File: config.mk
export PLATFORM = sky130hd
export DESIGN_NAME = inference_engine_flat
export DESIGN_NICKNAME = d
export VERILOG_FILES = /design/src/rtl/inference_engine_if.sv /design/src/rtl/inference_engine.sv /design/src/flat_wrapper.sv
export SDC_FILE = /design/constraint.sdc
export NUM_CORES = 1
export LEC_CHECK = 0
export ABC_AREA = 1
export BUFFER_PORTS_ARGS = -buffer_cell sky130_fd_sc_hd__buf_2
export CAP_MARGIN = 5
export CELL_PAD_IN_SITES_DETAIL_PLACEMENT = 0
export CELL_PAD_IN_SITES_GLOBAL_PLACEMENT = 1
export CORE_ASPECT_RATIO = 1.5
export CORE_UTILIZATION = 51
export CTS_CLUSTER_SIZE = 14
export DETAILED_ROUTE_END_ITERATION = 7
export HOLD_SLACK_MARGIN = 0.05
export PLACE_DENSITY_LB_ADDON = 0.05
export SKIP_LAST_GASP = 1
export SYNTH_ARGS = -nofsm -noshare
export SYNTH_HDL_FRONTEND = slang
export SYNTH_SLANG_ARGS = --single-unit
File: constraint.sdc
create_clock -name clk -period 11.1 [get_ports clk]
set_input_delay 0.555 -clock clk [delete_from_list [all_inputs] [get_ports clk]]
set_output_delay 0.555 -clock clk [all_outputs]
set_load 0.02 [all_outputs]
File: src/rtl/inference_engine_if.sv
// inference_engine_if: start/done handshake plus RAM A/B/C read ports and the
// RES write port of the inference engine.
//   master : the engine (drives Busy/Done, read requests, result writes)
//   slave  : the surrounding RAMs and coprocessor control
interface inference_engine_if #(
    parameter int unsigned WIDTH          = 8,
    parameter int unsigned A_DEPTH_BITS   = 9,
    parameter int unsigned B_DEPTH_BITS   = 4,
    parameter int unsigned C_DEPTH_BITS   = 2,
    parameter int unsigned RES_DEPTH_BITS = 6
);
    logic                      Start;
    logic                      Busy;
    logic                      Done;

    logic                      A_read_en;
    logic [A_DEPTH_BITS-1:0]   A_read_address;
    logic [WIDTH-1:0]          A_read_data_out;

    logic                      B_read_en;
    logic [B_DEPTH_BITS-1:0]   B_read_address;
    logic [WIDTH-1:0]          B_read_data_out;

    logic                      C_read_en;
    logic [C_DEPTH_BITS-1:0]   C_read_address;
    logic [WIDTH-1:0]          C_read_data_out;

    logic                      RES_write_en;
    logic [RES_DEPTH_BITS-1:0] RES_write_address;
    logic [WIDTH-1:0]          RES_write_data_in;

    modport master (
        input  Start,
        output Busy, Done,
        output A_read_en, A_read_address, input A_read_data_out,
        output B_read_en, B_read_address, input B_read_data_out,
        output C_read_en, C_read_address, input C_read_data_out,
        output RES_write_en, RES_write_address, RES_write_data_in
    );

    modport slave (
        output Start,
        input  Busy, Done,
        input  A_read_en, A_read_address, output A_read_data_out,
        input  B_read_en, B_read_address, output B_read_data_out,
        input  C_read_en, C_read_address, output C_read_data_out,
        input  RES_write_en, RES_write_address, RES_write_data_in
    );
endinterface

File: src/rtl/inference_engine.sv
// inference_engine: single-MAC one-hidden-layer perceptron over N_POINTS points.
// Features come from RAM A, hidden weights from RAM B (row 0 = bias), output
// weights from RAM C (word 0 = bias); one result per point goes to RAM RES.
// Ports:
//   clk   - rising-edge clock
//   reset - synchronous, active-high
//   bus   - inference_engine_if.master (Start/Busy/Done, A/B/C reads, RES write)
// Build option: define INFERENCE_SATURATE_EN to clamp node values to 2^WIDTH-1
// instead of keeping the low WIDTH bits.
module inference_engine #(
    parameter int unsigned WIDTH          = 8,
    parameter int unsigned N_FEATURES     = 7,
    parameter int unsigned N_HIDDEN       = 2,
    parameter int unsigned N_POINTS       = 64,
    parameter int unsigned FRAC_BITS      = 8,
    parameter int unsigned A_DEPTH_BITS   = 9,
    parameter int unsigned B_DEPTH_BITS   = 4,
    parameter int unsigned C_DEPTH_BITS   = 2,
    parameter int unsigned RES_DEPTH_BITS = 6
) (
    input  logic               clk,
    input  logic               reset,
    inference_engine_if.master bus
);
    localparam int unsigned MAX_NK = (N_FEATURES > N_HIDDEN) ? N_FEATURES : N_HIDDEN;
    localparam int unsigned ACC_W  = WIDTH + $clog2(MAX_NK + 1) + 1;
    localparam int unsigned PROD_W = 2 * WIDTH;
    localparam int unsigned K_W    = $clog2(MAX_NK + 1);
    localparam int unsigned H_W    = (N_HIDDEN > 1) ? $clog2(N_HIDDEN) : 1;
    localparam int unsigned I_W    = (N_POINTS > 1) ? $clog2(N_POINTS) : 1;

    typedef enum logic [2:0] {
        S_IDLE, S_HID_ISSUE, S_HID_DRAIN, S_HID_STORE,
        S_OUT_ISSUE, S_OUT_DRAIN, S_WRITE, S_DONE
    } state_e;

    state_e                    state_q, state_d;
    logic [K_W-1:0]            k_q, k_d;
    logic [H_W-1:0]            h_q, h_d;
    logic [I_W-1:0]            i_q, i_d;
    logic [ACC_W-1:0]          acc_q, acc_d;
    logic [WIDTH-1:0]          hidden_q [N_HIDDEN];
    logic [WIDTH-1:0]          hidden_d [N_HIDDEN];

    logic                      busy_q, busy_d;
    logic                      done_q, done_d;
    logic                      a_en_q, a_en_d;
    logic [A_DEPTH_BITS-1:0]   a_addr_q, a_addr_d;
    logic                      b_en_q, b_en_d;
    logic [B_DEPTH_BITS-1:0]   b_addr_q, b_addr_d;
    logic                      c_en_q, c_en_d;
    logic [C_DEPTH_BITS-1:0]   c_addr_q, c_addr_d;
    logic                      res_en_q, res_en_d;
    logic [RES_DEPTH_BITS-1:0] res_addr_q, res_addr_d;
    logic [WIDTH-1:0]          res_data_q, res_data_d;

    // Collapse a node sum to WIDTH bits (clamp or wrap depending on build).
    function automatic logic [WIDTH-1:0] reduce(input logic [ACC_W-1:0] v);
`ifdef INFERENCE_SATURATE_EN
        return (|v[ACC_W-1:WIDTH]) ? {WIDTH{1'b1}} : v[WIDTH-1:0];
`else
        return WIDTH'(v);
`endif
    endfunction

    // One scaled product term: full 2*WIDTH product, then drop FRAC_BITS.
    function automatic logic [ACC_W-1:0] term(input logic [WIDTH-1:0] x,
                                              input logic [WIDTH-1:0] w);
        logic [PROD_W-1:0] p;
        p = PROD_W'(x) * PROD_W'(w);
        return ACC_W'(p >> FRAC_BITS);
    endfunction

    // Next state and datapath; read data always belongs to the previous cycle's issue.
    always_comb begin
        state_d  = state_q;
        k_d      = k_q;
        h_d      = h_q;
        i_d      = i_q;
        acc_d    = acc_q;
        hidden_d = hidden_q;

        case (state_q)
            S_IDLE: begin
                if (bus.Start) begin
                    state_d = S_HID_ISSUE;
                    k_d     = '0;
                    h_d     = '0;
                    i_d     = '0;
                    acc_d   = '0;
                end
            end
            S_HID_ISSUE: begin
                // k=1 receives the bias issued at k=0; later cycles receive products
                if (k_q == K_W'(1)) begin
                    acc_d = acc_q + ACC_W'(bus.B_read_data_out);
                end else if (k_q != '0) begin
                    acc_d = acc_q + term(bus.A_read_data_out, bus.B_read_data_out);
                end
                if (k_q == K_W'(N_FEATURES)) begin
                    state_d = S_HID_DRAIN;
                end else begin
                    k_d = k_q + K_W'(1);
                end
            end
            S_HID_DRAIN: begin
                acc_d   = acc_q + term(bus.A_read_data_out, bus.B_read_data_out);
                state_d = S_HID_STORE;
            end
            S_HID_STORE: begin
                hidden_d[h_q] = reduce(acc_q);
                acc_d         = '0;
                k_d           = '0;
                if (h_q == H_W'(N_HIDDEN - 1)) begin
                    state_d = S_OUT_ISSUE;
                end else begin
                    h_d     = h_q + H_W'(1);
                    state_d = S_HID_ISSUE;
                end
            end
            S_OUT_ISSUE: begin
                // data arriving at k pairs C[k-1] with hidden[k-2]
                if (k_q == K_W'(1)) begin
                    acc_d = acc_q + ACC_W'(bus.C_read_data_out);
                end else if (k_q != '0) begin
                    acc_d = acc_q + term(hidden_q[H_W'(k_q - K_W'(2))], bus.C_read_data_out);
                end
                if (k_q == K_W'(N_HIDDEN)) begin
                    state_d = S_OUT_DRAIN;
                end else begin
                    k_d = k_q + K_W'(1);
                end
            end
            S_OUT_DRAIN: begin
                acc_d   = acc_q + term(hidden_q[H_W'(N_HIDDEN - 1)], bus.C_read_data_out);
                state_d = S_WRITE;
            end
            S_WRITE: begin
                acc_d = '0;
                k_d   = '0;
                h_d   = '0;
                if (i_q == I_W'(N_POINTS - 1)) begin
                    state_d = S_DONE;
                end else begin
                    i_d     = i_q + I_W'(1);
                    state_d = S_HID_ISSUE;
                end
            end
            S_DONE: begin
                state_d = S_IDLE;
            end
            default: begin
                state_d = S_IDLE;
            end
        endcase
    end

    // Registered outputs are decoded from the next state so they line up with it.
    always_comb begin
        busy_d     = (state_d != S_IDLE) && (state_d != S_DONE);
        done_d     = (state_d == S_DONE);
        a_en_d     = (state_d == S_HID_ISSUE) && (k_d != '0);
        a_addr_d   = '0;
        b_en_d     = (state_d == S_HID_ISSUE);
        b_addr_d   = '0;
        c_en_d     = (state_d == S_OUT_ISSUE);
        c_addr_d   = '0;
        res_en_d   = (state_d == S_WRITE);
        res_addr_d = '0;
        res_data_d = '0;

        if (a_en_d) begin
            a_addr_d = A_DEPTH_BITS'(32'(i_d) * N_FEATURES + 32'(k_d) - 32'd1);
        end
        if (b_en_d) begin
            b_addr_d = B_DEPTH_BITS'(32'(k_d) * N_HIDDEN + 32'(h_d));
        end
        if (c_en_d) begin
            c_addr_d = C_DEPTH_BITS'(k_d);
        end
        if (res_en_d) begin
            res_addr_d = RES_DEPTH_BITS'(i_d);
            res_data_d = reduce(acc_d);
        end
    end

    // State, datapath and output registers.
    always_ff @(posedge clk) begin
        if (reset) begin
            state_q    <= S_IDLE;
            k_q        <= '0;
            h_q        <= '0;
            i_q        <= '0;
            acc_q      <= '0;
            for (int n = 0; n < int'(N_HIDDEN); n++) begin
                hidden_q[n] <= '0;
            end
            busy_q     <= 1'b0;
            done_q     <= 1'b0;
            a_en_q     <= 1'b0;
            a_addr_q   <= '0;
            b_en_q     <= 1'b0;
            b_addr_q   <= '0;
            c_en_q     <= 1'b0;
            c_addr_q   <= '0;
            res_en_q   <= 1'b0;
            res_addr_q <= '0;
            res_data_q <= '0;
        end else begin
            state_q    <= state_d;
            k_q        <= k_d;
            h_q        <= h_d;
            i_q        <= i_d;
            acc_q      <= acc_d;
            hidden_q   <= hidden_d;
            busy_q     <= busy_d;
            done_q     <= done_d;
            a_en_q     <= a_en_d;
            a_addr_q   <= a_addr_d;
            b_en_q     <= b_en_d;
            b_addr_q   <= b_addr_d;
            c_en_q     <= c_en_d;
            c_addr_q   <= c_addr_d;
            res_en_q   <= res_en_d;
            res_addr_q <= res_addr_d;
            res_data_q <= res_data_d;
        end
    end

    assign bus.Busy              = busy_q;
    assign bus.Done              = done_q;
    assign bus.A_read_en         = a_en_q;
    assign bus.A_read_address    = a_addr_q;
    assign bus.B_read_en         = b_en_q;
    assign bus.B_read_address    = b_addr_q;
    assign bus.C_read_en         = c_en_q;
    assign bus.C_read_address    = c_addr_q;
    assign bus.RES_write_en      = res_en_q;
    assign bus.RES_write_address = res_addr_q;
    assign bus.RES_write_data_in = res_data_q;
endmodule

File: src/flat_wrapper.sv
// flat-port wrapper written by rule: the top's interface ports become plain ports
module inference_engine_flat 
#(
    parameter int unsigned WIDTH          = 8,
    parameter int unsigned N_FEATURES     = 7,
    parameter int unsigned N_HIDDEN       = 2,
    parameter int unsigned N_POINTS       = 64,
    parameter int unsigned FRAC_BITS      = 8,
    parameter int unsigned A_DEPTH_BITS   = 9,
    parameter int unsigned B_DEPTH_BITS   = 4,
    parameter int unsigned C_DEPTH_BITS   = 2,
    parameter int unsigned RES_DEPTH_BITS = 6
)
  (clk, reset, bus_Start, bus_Busy, bus_Done, bus_A_read_en, bus_A_read_address, bus_A_read_data_out, bus_B_read_en, bus_B_read_address, bus_B_read_data_out, bus_C_read_en, bus_C_read_address, bus_C_read_data_out, bus_RES_write_en, bus_RES_write_address, bus_RES_write_data_in);
  inference_engine_if #(.WIDTH(WIDTH), .A_DEPTH_BITS(A_DEPTH_BITS), .B_DEPTH_BITS(B_DEPTH_BITS), .C_DEPTH_BITS(C_DEPTH_BITS), .RES_DEPTH_BITS(RES_DEPTH_BITS)) bus_i ();
  input  logic clk;
  input  logic reset;
  input wire logic [$bits(bus_i.Start)-1:0] bus_Start;
  output wire logic [$bits(bus_i.Busy)-1:0] bus_Busy;
  output wire logic [$bits(bus_i.Done)-1:0] bus_Done;
  output wire logic [$bits(bus_i.A_read_en)-1:0] bus_A_read_en;
  output wire logic [$bits(bus_i.A_read_address)-1:0] bus_A_read_address;
  input wire logic [$bits(bus_i.A_read_data_out)-1:0] bus_A_read_data_out;
  output wire logic [$bits(bus_i.B_read_en)-1:0] bus_B_read_en;
  output wire logic [$bits(bus_i.B_read_address)-1:0] bus_B_read_address;
  input wire logic [$bits(bus_i.B_read_data_out)-1:0] bus_B_read_data_out;
  output wire logic [$bits(bus_i.C_read_en)-1:0] bus_C_read_en;
  output wire logic [$bits(bus_i.C_read_address)-1:0] bus_C_read_address;
  input wire logic [$bits(bus_i.C_read_data_out)-1:0] bus_C_read_data_out;
  output wire logic [$bits(bus_i.RES_write_en)-1:0] bus_RES_write_en;
  output wire logic [$bits(bus_i.RES_write_address)-1:0] bus_RES_write_address;
  output wire logic [$bits(bus_i.RES_write_data_in)-1:0] bus_RES_write_data_in;
  assign bus_i.Start = bus_Start;
  assign bus_Busy = bus_i.Busy;
  assign bus_Done = bus_i.Done;
  assign bus_A_read_en = bus_i.A_read_en;
  assign bus_A_read_address = bus_i.A_read_address;
  assign bus_i.A_read_data_out = bus_A_read_data_out;
  assign bus_B_read_en = bus_i.B_read_en;
  assign bus_B_read_address = bus_i.B_read_address;
  assign bus_i.B_read_data_out = bus_B_read_data_out;
  assign bus_C_read_en = bus_i.C_read_en;
  assign bus_C_read_address = bus_i.C_read_address;
  assign bus_i.C_read_data_out = bus_C_read_data_out;
  assign bus_RES_write_en = bus_i.RES_write_en;
  assign bus_RES_write_address = bus_i.RES_write_address;
  assign bus_RES_write_data_in = bus_i.RES_write_data_in;
  inference_engine #(.WIDTH(WIDTH), .N_FEATURES(N_FEATURES), .N_HIDDEN(N_HIDDEN), .N_POINTS(N_POINTS), .FRAC_BITS(FRAC_BITS), .A_DEPTH_BITS(A_DEPTH_BITS), .B_DEPTH_BITS(B_DEPTH_BITS), .C_DEPTH_BITS(C_DEPTH_BITS), .RES_DEPTH_BITS(RES_DEPTH_BITS)) u_core (.clk(clk), .reset(reset), .bus(bus_i));
endmodule
==> out/metrics.cfg, run 1 <==
[critical_path]
arrival_ps=6730
reg2reg_to=u_core.bus.RES_write_data_in[2]$_SDFF_PP0_
path_class=reg2reg
reg2reg_from=u_core.k_q[0]$_SDFF_PP0_
r2r_slack_ps=4580
crit_required_ps=11310
crit_path_start_kind=flop
reg2reg_depth=22
cp-end-kind=flop
cp_max_fo=19

[routing]
vias_per_cell=5.09
wire_per_inst_um=14.9
drc=0
num_vias=9414
first_pass_iters=4
ant_nets=0
drt_iter0_drc=481
routed_wl_um=27600

[final_layout]
final_cell_mix=361 x inv_1, 270 x nand2_1, 162 x ha_1
fin_util_pct=55.5
mostFrequentLayoutCell=inv_1
nNetsFinal=1880
drive_gt1_share_pct=10.1
area_delta_synth_final_pct=6.87
antenna_cells=0

[placement]
portBuffers=61
dpl.hpwl_um=23100
gp_congestion=0.896
pre_cts_ws_ps=4580

[synthesis]
ys_types=48
synth_seq_cells=72
synth_enable_flop_cells=0
syn_area_per_cell_um2=7.31
yosys_warnings=0
async_reset_ff_share_pct=0
syn_inst=1544
yosysSeqAreaShare_pct=12.8
synth_ff_type=dfxtp_1
syn_nets=1849
synth_area_mm2=0.0113

[clock_network]
htree_levels=3
cts-root-buf=clkbuf_16
max-clock-path-buffers=2
post_cts_buffers=0
cts_hold_buf=0
cts_resized=0
cts_num_sinks=72
clk_latency_ps=340
cts_tree=done
numCtsBuffers=9
path_clk_slew_ps=60

[worst_hold_path]
min_to=u_core.hidden_q[11]$_SDFFE_PP0P_
worstHoldPathType=reg2reg
hold_path_depth=2
worstHoldStart=u_core.hidden_q[11]$_SDFFE_PP0P_

[timing]
relSlewSlack_pct=48.8
hold_viol=0
fmax_mhz=153
fin_crit_ps=6520
fin_skew_ps=5.66
setup_tns_ps=0
timing.final.ws_setup_ps=4580
rsz0062_at_grt=false
setup_viol=0
post-route-period-util_pct=58.7
slew_viol_final=0
tightest_slew_ps=767

[flow_run]
maxCapViolations=0

[global_routing]
antenna_found_initial=0
grt_use_total_pct=26.6
grt_pass1_wl_um=47200
grt_max_degree=23
grt_pass1_vias=9796
grt-ovfl-total=0

[floorplanning]
coreArea_mm2=0.0217
die-area_mm2=0.0227
rows=66
num_io_pins=62
initial_core_util_pct=52.0
die_w_um=123
die_h_um=184

[pwr]
p_leak_nw=6.93
cellPowerDensity_mw_per_mm2=103
p_total_w=0.00124
worst_ir_drop_vdd_v=0.0000849

[outcome]
status=complete, no violations

-- stage by stage --
step / cell area (µm²) / hold slack, ps / std cells
global placement: 11800 / 524 / 1836
global route: 12100 / 557 / 1851
detailed placement: 11800 / 522 / 1836
CTS: 12100 / 540 / 1851
floorplan: 11300 / 478 / 1544
finish: 12100 / 540 / 1851
-- worst max path at each step --
stage,start,endpoint,depth (start not counted)
global route,u_core.k_q[0]$_SDFF_PP0_,u_core.bus.RES_write_data_in[2]$_SDFF_PP0_,24
floorplan,bus_C_read_data_out[5],u_core.bus.RES_write_data_in[6]$_SDFF_PP0_,29
detailed placement,u_core.k_q[0]$_SDFF_PP0_,u_core.bus.RES_write_data_in[2]$_SDFF_PP0_,22
finish,u_core.k_q[0]$_SDFF_PP0_,u_core.bus.RES_write_data_in[2]$_SDFF_PP0_,22
global placement,bus_C_read_data_out[5],u_core.bus.RES_write_data_in[5]$_SDFF_PP0_,27
CTS,u_core.k_q[0]$_SDFF_PP0_,u_core.bus.RES_write_data_in[2]$_SDFF_PP0_,22
-- area by class of cell --
class | instances | area (µm²)
clock inverters | 2 | 37.5
flip-flops and latches | 72 | 1440
repair buffers | 62 | 313
multi-input cells | 1048 | 8210
well taps | 272 | 340
fillers | 2227 | 9660
inverters | 382 | 1450
clock buffers | 13 | 270
-- logic make-up after synthesis --
group | after synthesis | synth area share, %
AO/OA/AOI/OAI | 203 | 10.5
XOR/XNOR | 44 | 3.48
adder cells (fa/ha/maj) | 278 | 38.5
buffers and inverters | 424 | 14.5
flip-flops | 72 | 12.8
AND/OR/NAND/NOR | 523 | 20.2
-- cell usage after synthesis (6+ instances only) --
master    instances  share of area, %
inv_1           361                12
nand2_1         270               9.0
ha_1            162                18
nor2_1          144               4.8
fa_1            116                21
a21oi_1          89               3.9
dfxtp_1          72                13
o21ai_0          55               2.4
nand3_1          36               1.6
clkbuf_1         33               1.1
xor2_1           25               1.9
xnor2_1          18               1.4
inv_2            17              0.57
nand2_2          11              0.61
nor2_2           11              0.61
nor3_1           11              0.49
or2_2            10              0.55
nand4_1           8              0.44
nor2_4            7              0.70
o21ai_1           7              0.31
a211oi_1          6              0.40
a31oi_1           6              0.33
nand2_4           6              0.60
o21bai_1          6              0.40
-- report_power, final --
group	leakage, nW	internal (W)	switching (W)
registers	0.582	0.000265	0.0000129
clock network	0.148	0.000191	0.000111
logic	6.20	0.000250	0.000407
total	6.93	0.000706	0.000530
-- worst max-delay path, stage by stage (launching register included) --
cell,delay [ps]
dfxtp_1,820
o21ai_1,350
or2_2,370
fa_1,460
fa_1,550
inv_1,60
fa_1,540
inv_1,60
fa_1,540
inv_1,50
ha_1,310
a21o_1,190
xnor2_1,140
inv_1,110
ha_1,220
fa_1,400
or2_2,280
a21oi_1,170
o21ai_0,100
nand3_1,110
o21ai_0,100
a2111oi_2,360
nor2_1,80
-- state kept, by name (all words and copies together), names as in the netlist --
| signal | cells |
|---|---|
| u_core.bus.Busy | 1 |
| u_core.bus.RES_write_en | 1 |
| u_core.h_q | 1 |
| u_core.bus.RES_write_data_in | 8 |
| u_core.i_q | 6 |
| u_core.bus.A_read_address | 9 |
| u_core.bus.C_read_address | 2 |
| u_core.bus.Done | 1 |
| u_core.bus.RES_write_address | 6 |
| u_core.state_q | 3 |
| u_core.bus.A_read_en | 1 |
| u_core.bus.B_read_address | 4 |
| u_core.hidden_q | 16 |
| u_core.acc_q | 8 |
| u_core.bus.C_read_en | 1 |
| u_core.k_q | 3 |
| u_core.bus.B_read_en | 1 |
-- metal layers --
metal  global-route usage [%]  part of all wire [%]  wire length (µm)
met1                     30.4                    41             11400
met2                     50.8                    53             14700
met3                     2.35                   2.6               716
met4                     8.24                   2.7               739
met5                        0                     0                 0
(Power assumes the default switching activity.)
==> run 2, diff against run 1 <==
- ABC_AREA: 1 -> 0
- CORE_UTILIZATION: 51 -> 49
- clock period: 11.1 -> 6.4 ns (I/O delays scaled with it)
==> out/metrics.cfg, run 2 <==
[critical_path]
max_stage_delay_ps=550  ; -270 ps
reg2reg_from=u_core.k_q[0]$_SDFF_PP0_
path_class=reg2reg
cp_max_fo=6  ; -13
path_common_cell=fa_1
crit_path_start_kind=flop
slowest_stage=fa_1
worst-path-buf-inv=5  ; +1
reg2reg_to=u_core.acc_q[7]$_SDFF_PP0_
r2r_slack_ps=130  ; -4460 ps
arrival_ps=6490  ; -240 ps
crit_required_ps=6620  ; -4690 ps
reg2reg_depth=27  ; +23%
path_delay_family=adder cells
cp-end-kind=flop

[final_layout]
final_cell_mix=200 x inv_1, 158 x ha_1, 127 x nand2_1
design_area_mm2=0.0125  ; +3.9%
nNetsFinal=1719  ; -8.6%
antenna_cells=0  ; unchanged
mostFrequentLayoutCell=inv_1
drive_gt1_share_pct=15.5  ; +5.4 points
largest_reg_flops=16  ; unchanged
area_delta_synth_final_pct=15.5
regMostFlops=u_core.hidden_q

[synthesis]
yosys_warnings=0  ; unchanged
synth.area.top_cells=fa_1 21%, ha_1 19%, dfxtp_1 13%
syn_inst=1304  ; -16%
synth_most_common_cell=inv_1
yosysSeqAreaShare_pct=13.3  ; +0.51 points
syn_area_per_cell_um2=8.32  ; +14%
synth_area_mm2=0.0109  ; -3.8%
synth_top_cell_area_share_pct=21.4  ; +0.82 points
synth_enable_flop_cells=0  ; unchanged
syn_nets=1609  ; -13%
async_reset_ff_share_pct=0  ; unchanged
synth_ff_type=dfxtp_1
synthTopCellsByCount=202 x inv_1, 162 x ha_1, 129 x nand2_1
synth_seq_cells=72  ; unchanged
synth_top_area_cell=fa_1
ys_types=68  ; +42%

[floorplanning]
rows=66  ; unchanged
coreArea_mm2=0.0217  ; unchanged
die-area_mm2=0.0228  ; about the same
die_w_um=124  ; about the same
initial_core_util_pct=50.0  ; -2.0 points
num_io_pins=62  ; unchanged
die_h_um=184  ; about the same

[global_routing]
grt_pass1_wl_um=46100  ; -2.4%
grt_use_total_pct=26.4  ; -0.21 points
grt_max_degree=40  ; +74%
grt_pass1_vias=9330  ; -4.8%
grt-ovfl-total=0  ; unchanged
antenna_found_initial=0  ; unchanged

[placement]
portBuffers=61  ; unchanged
dpl.hpwl_um=23100  ; about the same
placedInstanceArea_mm2=0.0119  ; +1.6%
pre_cts_ws_ps=-97.5  ; -4680 ps
gp_congestion=0.901  ; +0.61%

[pwr]
p_clk_share_pct=27.6  ; +3.2 points
p_switching_w=0.000718  ; +35%
worst_ir_drop_vdd_v=0.000132  ; +56%
swShare_pct=38.6  ; -4.2 points
p_comb_share_pct=46.2  ; -6.9 points
cellPowerDensity_mw_per_mm2=148  ; +45%
p_leak_nw=6.21  ; -10%
p_seq_share_pct=26.2  ; +3.7 points
p_total_w=0.00186  ; +50%
internal-power_w=0.00114  ; +61%

[timing]
post-route-period-util_pct=98.0  ; +39 points
holdWs_ps=415  ; -125 ps
fmax_mhz=159  ; +3.9%
rsz0062_at_grt=true
fin_skew_ps=13.0  ; +7.35 ps
hold_viol=0  ; unchanged
timing.final.ws_setup_ps=126  ; -4460 ps
slew_viol_final=0  ; unchanged
setup_tns_ps=0  ; unchanged
fin_crit_ps=6270  ; -244 ps
tightest_slew_ps=1090  ; +325 ps
relSlewSlack_pct=26.6  ; -22 points
setup_viol=0  ; unchanged

[routing]
wl_met3_um=559  ; -22%
wire_per_inst_um=16.6  ; +11%
wl_met2_um=15100  ; +2.8%
vias_per_cell=5.28  ; +3.8%
drt_iter0_drc=330  ; -31%
ant_nets=0  ; unchanged
highest_layer=met4
first_pass_iters=4  ; unchanged
routed_wl_um=28100  ; +1.8%
drc=0  ; unchanged
wl_met1_um=11100  ; -2.2%
num_vias=8923  ; -5.2%

[clock_network]
cts-root-buf=clkbuf_16
cts_num_sinks=72  ; unchanged
path_clk_slew_ps=60  ; about the same
numCtsBuffers=9  ; unchanged
htree_levels=3  ; unchanged
cts_tree=done
clk_latency_ps=340  ; about the same
max-clock-path-buffers=2  ; unchanged

[worst_hold_path]
min_to=u_core.h_q$_SDFF_PP0_
worstHoldStart=bus_Start
worstHoldPathType=in2reg
hold_path_depth=4  ; +2

[outcome]
status=complete, no violations

[flow_run]
maxCapViolations=0  ; unchanged

run 2: kinds of logic after synthesis:
logic type	count (synthesis)	synth area share, %
adder cells (fa/ha/maj)	278	40.1
buffers and inverters	243	8.59
flip-flops	72	13.3
AND/OR/NAND/NOR	447	20.7
AO/OA/AOI/OAI	196	11.7
multiplexers	13	1.21
XOR/XNOR	55	4.44
run 2: tightest hold or removal path, cell delays in order:
cell,delay [ps]
buf_2,110
a21oi_1,60
nor2_1,140
nor4_1,70
run 2: worst max-delay path by stage:
stage                     slack, ps                    endpoint  cells after the start                     start
after global placement          -60  u_core.acc_q[7]$_SDFF_PP0_                     26    bus_C_read_data_out[4]
after CTS                       -30  u_core.acc_q[7]$_SDFF_PP0_                     27  u_core.k_q[0]$_SDFF_PP0_
final                           130  u_core.acc_q[7]$_SDFF_PP0_                     27  u_core.k_q[0]$_SDFF_PP0_
after detailed placement       -100  u_core.acc_q[7]$_SDFF_PP0_                     28  u_core.k_q[0]$_SDFF_PP0_
after floorplan                  30  u_core.acc_q[7]$_SDFF_PP0_                     27  u_core.k_q[0]$_SDFF_PP0_
after global routing           -230  u_core.acc_q[7]$_SDFF_PP0_                     28  u_core.k_q[0]$_SDFF_PP0_
run 2: cell type report:
type,count,area [µm²]
clock buffers,11,253
fillers,2106,9190
repair buffers,138,938
inverters,204,766
flip-flops and latches,72,1450
well taps,272,340
multi-input cells,989,8730
clock inverters,5,55.1
run 2: per-layer routing:
| metal | GRT usage (%) | up-vias |
|---|---|---|
| met5 | 0 | - |
| met4 | 11.9 | 0 |
| met1 | 28.5 | 4272 |
| met2 | 50.4 | 141 |
| li1 | - | 4446 |
| met3 | 2.69 | 64 |
run 2: power groups by stage:
stage / combinational [W] / sequential, W / clock [W]
4_1_cts: 0.000860 / 0.000487 / 0.000525
6_report: 0.000858 / 0.000487 / 0.000514
5_1_grt: 0.000981 / 0.000488 / 0.000546
3_5_place_dp: 0.000851 / 0.000496 / 0
2_1_floorplan: 0.000619 / 0.000489 / 0
3_3_place_gp: 0.000844 / 0.000497 / 0
run 2: timing repair:
action	CTS	global route
pin swaps	7	48
endpoints found under the setup margin	4	12
hold buffers	0	0
setup buffers	0	9
cloned	0	0
resized for setup	8	47
run 2: metrics by stage:
step	utilization [%]	cells
3_3_place_gp	55.0	1667
2_1_floorplan	-	1304
6_report	57.7	1691
4_1_cts	56.6	1683
3_5_place_dp	55.0	1667
5_1_grt	57.7	1691
